### src/rtl/button_conditioner_pkg.sv
// Shared constants and pulse FSM encoding for the push-button front end.
// Imported by every button_conditioner source file.
package button_conditioner_pkg;

    localparam int NUM_BTN = 5;

    localparam int BTN_U = 0;
    localparam int BTN_D = 1;
    localparam int BTN_L = 2;
    localparam int BTN_R = 3;
    localparam int BTN_C = 4;

    typedef enum logic [1:0] {
        IDLE   = 2'd0,
        DELAY  = 2'd1,
        REPEAT = 2'd2
    } pulse_state_t;

endpackage

### src/rtl/button_conditioner_channel.sv
// One button: two-flop synchroniser, debounce filter and press/repeat
// pulse FSM.
module btn_channel
    import button_conditioner_pkg::*;
#(
    parameter int DEBOUNCE_CYCLES = 500000,
    parameter int REPEAT_DELAY    = 50000000,
    parameter int REPEAT_PERIOD   = 10000000,
    parameter bit REPEAT_ENABLE   = 1'b0
) (
    input  logic clk,
    input  logic rst,
    input  logic raw,
    output logic pulse,
    output logic level
);

    localparam int DW   = $clog2(DEBOUNCE_CYCLES);
    localparam int RMAX = (REPEAT_DELAY > REPEAT_PERIOD) ?
                          REPEAT_DELAY : REPEAT_PERIOD;
    localparam int RW   = (RMAX > 1) ? $clog2(RMAX) : 1;

    localparam logic [DW-1:0] DB_LAST = DW'(DEBOUNCE_CYCLES - 1);
    localparam logic [RW-1:0] RD_LAST = RW'(REPEAT_DELAY - 1);
    localparam logic [RW-1:0] RP_LAST = RW'(REPEAT_PERIOD - 1);

    logic          s1;
    logic          s;
    logic          lvl;
    logic [DW-1:0] cnt;

    pulse_state_t  state;
    pulse_state_t  state_n;
    logic [RW-1:0] rcnt;
    logic [RW-1:0] rcnt_n;
    logic          pulse_n;

    always_ff @(posedge clk or posedge rst) begin
        if (rst) begin
            s1  <= 1'b0;
            s   <= 1'b0;
            lvl <= 1'b0;
            cnt <= '0;
        end else begin
            s1 <= raw;
            s  <= s1;
            // any return to the stable level restarts the filter
            if (s == lvl) begin
                cnt <= '0;
            end else if (cnt == DB_LAST) begin
                lvl <= s;
                cnt <= '0;
            end else begin
                cnt <= cnt + 1'b1;
            end
        end
    end

    always_ff @(posedge clk or posedge rst) begin
        if (rst) begin
            state <= IDLE;
            rcnt  <= '0;
            pulse <= 1'b0;
        end else begin
            state <= state_n;
            rcnt  <= rcnt_n;
            pulse <= pulse_n;
        end
    end

    always_comb begin
        state_n = state;
        rcnt_n  = rcnt;
        pulse_n = 1'b0;
        unique case (state)
            IDLE: begin
                if (lvl) begin
                    pulse_n = 1'b1;
                    rcnt_n  = '0;
                    state_n = DELAY;
                end
            end
            DELAY: begin
                if (!lvl) begin
                    state_n = IDLE;
                end else if (REPEAT_ENABLE && (rcnt == RD_LAST)) begin
                    pulse_n = 1'b1;
                    rcnt_n  = '0;
                    state_n = REPEAT;
                end else begin
                    rcnt_n = rcnt + 1'b1;
                end
            end
            REPEAT: begin
                // release wins over a coincident repeat expiry
                if (!lvl) begin
                    state_n = IDLE;
                end else if (rcnt == RP_LAST) begin
                    pulse_n = 1'b1;
                    rcnt_n  = '0;
                end else begin
                    rcnt_n = rcnt + 1'b1;
                end
            end
            default: begin
                state_n = IDLE;
            end
        endcase
    end

    assign level = lvl;

endmodule

### src/rtl/button_conditioner.sv
// Five independent button channels feeding the timer FSM's B_* inputs.
module button_conditioner
    import button_conditioner_pkg::*;
#(
    parameter int                 DEBOUNCE_CYCLES = 500000,
    parameter int                 REPEAT_DELAY    = 50000000,
    parameter int                 REPEAT_PERIOD   = 10000000,
    parameter logic [NUM_BTN-1:0] REPEAT_EN       = 5'b00011
) (
    input  logic               i_clk,
    input  logic               i_reset,
    input  logic               i_btn_u,
    input  logic               i_btn_d,
    input  logic               i_btn_l,
    input  logic               i_btn_r,
    input  logic               i_btn_c,
    output logic               o_B_U,
    output logic               o_B_D,
    output logic               o_B_L,
    output logic               o_B_R,
    output logic               o_B_C,
    output logic [NUM_BTN-1:0] o_level
);

    logic [NUM_BTN-1:0] raw;
    logic [NUM_BTN-1:0] pulse;

    assign raw[BTN_U] = i_btn_u;
    assign raw[BTN_D] = i_btn_d;
    assign raw[BTN_L] = i_btn_l;
    assign raw[BTN_R] = i_btn_r;
    assign raw[BTN_C] = i_btn_c;

    for (genvar i = 0; i < NUM_BTN; i++) begin : g_ch
        btn_channel #(
            .DEBOUNCE_CYCLES (DEBOUNCE_CYCLES),
            .REPEAT_DELAY    (REPEAT_DELAY),
            .REPEAT_PERIOD   (REPEAT_PERIOD),
            .REPEAT_ENABLE   (REPEAT_EN[i])
        ) u_ch (
            .clk   (i_clk),
            .rst   (i_reset),
            .raw   (raw[i]),
            .pulse (pulse[i]),
            .level (o_level[i])
        );
    end

    assign o_B_U = pulse[BTN_U];
    assign o_B_D = pulse[BTN_D];
    assign o_B_L = pulse[BTN_L];
    assign o_B_R = pulse[BTN_R];
    assign o_B_C = pulse[BTN_C];

endmodule

### config.mk
export PLATFORM = sky130hd
export DESIGN_NAME = button_conditioner
export DESIGN_NICKNAME = d
export VERILOG_FILES = /design/src/rtl/button_conditioner_pkg.sv /design/src/rtl/button_conditioner_channel.sv /design/src/rtl/button_conditioner.sv
export SDC_FILE = /design/constraint.sdc
export NUM_CORES = 1
export LEC_CHECK = 0
export BUFFER_PORTS_ARGS = -buffer_cell sky130_fd_sc_hd__buf_2
export CAP_MARGIN = 20
export CORE_UTILIZATION = 25
export CTS_BUF_LIST = sky130_fd_sc_hd__clkbuf_16
export CTS_CLUSTER_SIZE = 25
export DETAILED_ROUTE_END_ITERATION = 10
export PLACE_DENSITY_LB_ADDON = 0.3
export SYNTH_ARGS = -nofsm -noshare
export SYNTH_HDL_FRONTEND = slang
export SYNTH_HIERARCHICAL = 1
export SYNTH_SLANG_ARGS = --single-unit
### constraint.sdc
create_clock -name i_clk -period 3 [get_ports i_clk]
set_input_delay 0.6 -clock i_clk [delete_from_list [all_inputs] [get_ports i_clk]]
set_output_delay 0.6 -clock i_clk [all_outputs]
set_load 0.01 [all_outputs]
==> results.toml <==
[global_routing]
gr-total-overflow = 0
grt_use_total = 0.110
antenna_found_initial = 0
first_global_vias = 7086
grt_max_degree = 28
grt_pass1_wl_um = 35000

[floorplan]
die_x_um = 196
num_rows = 70
ioPinCount = 17
core_um2 = 36800
die-area_um2 = 38300
start_util = 0.255
dieHeight_um = 196

[clocking]
cts-buffers-inserted = 17
clock-sinks = 174
ctsHoldBuffers = 0
clk_pin_slew_ns = 0.07
cts_max_level = 4
cts_tree = "built"
cts.path.max_buffers = 2
insertion_delay_ns = 0.44
cts_setup_buffers = 0
cts_resized = 0
ctsRootBufferMaster = "clkbuf_16"

[logic_synthesis]
yosysWarnings = 6
synth-seq-cells = 174
ys_seq_area_frac = 0.464
synthArstFlopShare = 1.00
synth_edf_count = 0
yosys.area.top_type = "dfrtp_1"
syn-instance-count = 971
synthTopCellsByArea = "dfrtp_1 (46%), nor2_1 (4.9%), xor2_1 (4.0%)"
ys.flop_type = "dfrtp_1"
synth_fp_nets = 996
syn_area_um2 = 9390
synth_common_cells = "dfrtp_1 (174), nor2_1 (122), nand2_1 (83)"
syn_avg_cell_area_um2 = 9.67
synth_cell_type_count = 74
synth.most_common_cell = "dfrtp_1"
synth_top_area_share = 0.464

[worst_setup_path]
arrival_ns = 2.77
startpoint_type = "register"
path_max_fanout = 17
critical_path_buf_inv_count = 0
critPathSlowestCell = "o41a_1"
r2r_slack_ns = 0.54
cp.required_ns = 3.31
critPathCaptureType = "register"
crit_chain = "ha_1 > nand2_1 > or2_4 > o41a_1 > o21ai_4 > nor2_4 > a22o_1"
slowest_delay_ns = 0.47
crit_type = "register to register"
path_delay_family = "compound AO/OA/AOI/OAI gates"

[timing]
setup_violations = 0
period_minus_slack_ns = 2.46
max_freq_ghz = 0.407
maxSlewHeadroom = 0.386
fin_crit_sh = 0.819
fin_worst_skew_ns = 0.0159
hold_slack_ns = 0.263
drv_slew = 0
final-hold-violation-count = 0
max_slew.worst_pin.slew_ns = 0.920
tns_ns = 0
rsz0062_at_grt = "no"

[placement]
place.gp.congestion = 0.806
port_buffers = 16
placed_cells = 1423
dp_hpwl_um = 13600

[pwr]
p_leak_nw = 4.25
cellPowerDensity_nw_per_um2 = 453
peakVddDrop_mv = 0.355

[layout]
fillers = 3852
fin_cells = 1456
fin_nets = 1000
diodes = 0
layout-drive-gt1-share = 0.115
post-route-util = 0.287
syn2layout_area_growth_pct = 12.4

[route]
vias = 7086
antenna_left = 0
via_per_inst = 4.87
initialDrtViolationCount = 356
drc_errors = 0
wire_per_inst_um = 13.7
first_pass_iters = 4
wl_um = 19900

[run]
maxCapViolations = 0

[min_path]
hold_class = "input port to async pin"

[status]
status = "completed"
==> cells by family (layout without fill, tap and decap cells) <==
family,after synthesis,in the layout,synth area share
buffers and inverters,82,99,0.0403
AO/OA/AOI/OAI,153,153,0.128
multiplexers,7,7,0.00813
AND/OR/NAND/NOR,455,455,0.259
flip-flops,174,174,0.464
adder cells (fa/ha/maj),18,18,0.0240
XOR/XNOR,82,82,0.0765
==> where the power goes <==
| part | leakage, nW | internal, W | switching, W | total, W |
|---|---|---|---|---|
| combinational | 1.56 | 0.0000335 | 0.0000865 | 0.000120 |
| sequential | 2.40 | 0.00237 | 0.0000192 | 0.00239 |
| clock | 0.293 | 0.00126 | 0.00102 | 0.00227 |
==> worst register-to-register path, stage by stage, from the launching register on <==
cell	delay, ns
dfrtp_1	0.38
ha_1	0.23
nand2_1	0.11
or2_4	0.28
o41a_1	0.47
o21ai_4	0.41
nor2_4	0.19
a22o_1	0.26
==> final timing paths <==
| check | start | endpoint | depth (start not counted) |
|---|---|---|---|
| min in group i_clk | i_btn_r | g_ch[3].u_ch/s1 | 1 |
| hold reg to reg | g_ch[2].u_ch/s1 | g_ch[2].u_ch/s | 0 |
| max in group asynchronous | i_reset | g_ch[2].u_ch/pulse | 2 |
| setup / recovery | g_ch[0].u_ch/rcnt[0] | g_ch[0].u_ch/rcnt[18] | 7 |
| setup reg to reg | g_ch[0].u_ch/rcnt[0] | g_ch[0].u_ch/rcnt[18] | 7 |
| hold / removal | i_reset | g_ch[3].u_ch/level | 2 |
==> flip-flops by register name, summed over array words and instances (netlist names) <==
name,count
g_ch.u_ch/rcnt,52
g_ch.u_ch/level,5
g_ch.u_ch/s,5
g_ch.u_ch/pulse,5
g_ch.u_ch/state,7
g_ch.u_ch/cnt,95
g_ch.u_ch/s1,5
==> placed cells by master (no fill, tap or decap), drive strengths merged, types with 18 or more instances in the layout <==
| cell type | synthesis | routed |
|---|---|---|
| xor2 | 43 | 43 |
| nand4 | 37 | 37 |
| nor4 | 20 | 20 |
| and4 | 23 | 23 |
| dfrtp | 174 | 174 |
| o21ai | 38 | 38 |
| nor3 | 23 | 23 |
| a21oi | 19 | 19 |
| ha | 18 | 18 |
| nor2 | 123 | 123 |
| xnor2 | 39 | 39 |
| nand2 | 83 | 83 |
| inv | 35 | 43 |
| nand3 | 64 | 64 |
| buf | 22 | 32 |
==> cell type report <==
class	count	area [um^2]	share of cell area
sequential	174	4350	0.413
clock buffer	17	425	0.0403
multi-input combinational	715	4660	0.442
tap	468	586	0.0555
timing repair buffer	32	220	0.0209
inverter	35	131	0.0125
clock inverter	15	174	0.0165
==> routing by layer <==
metal  GRT usage  wire length (um)  vias to the layer above
li1            -                 -                     3509
met1       0.146              9770                     3495
met2       0.180              9400                       68
met3      0.0227               559                       14
met4      0.0341               201                        0
met5           0                 0                        -
==> through the flow <==
step	total power [W]	setup slack, ns	instance area [um^2]
floorplan	0.00251	0.867	9390
global placement	0.00256	0.576	9930
detailed placement	0.00256	0.543	9930
CTS	0.00489	0.529	10500
global route	0.00500	0.406	10500
finish	0.00478	0.544	10500
(Power assumes the default switching activity.)
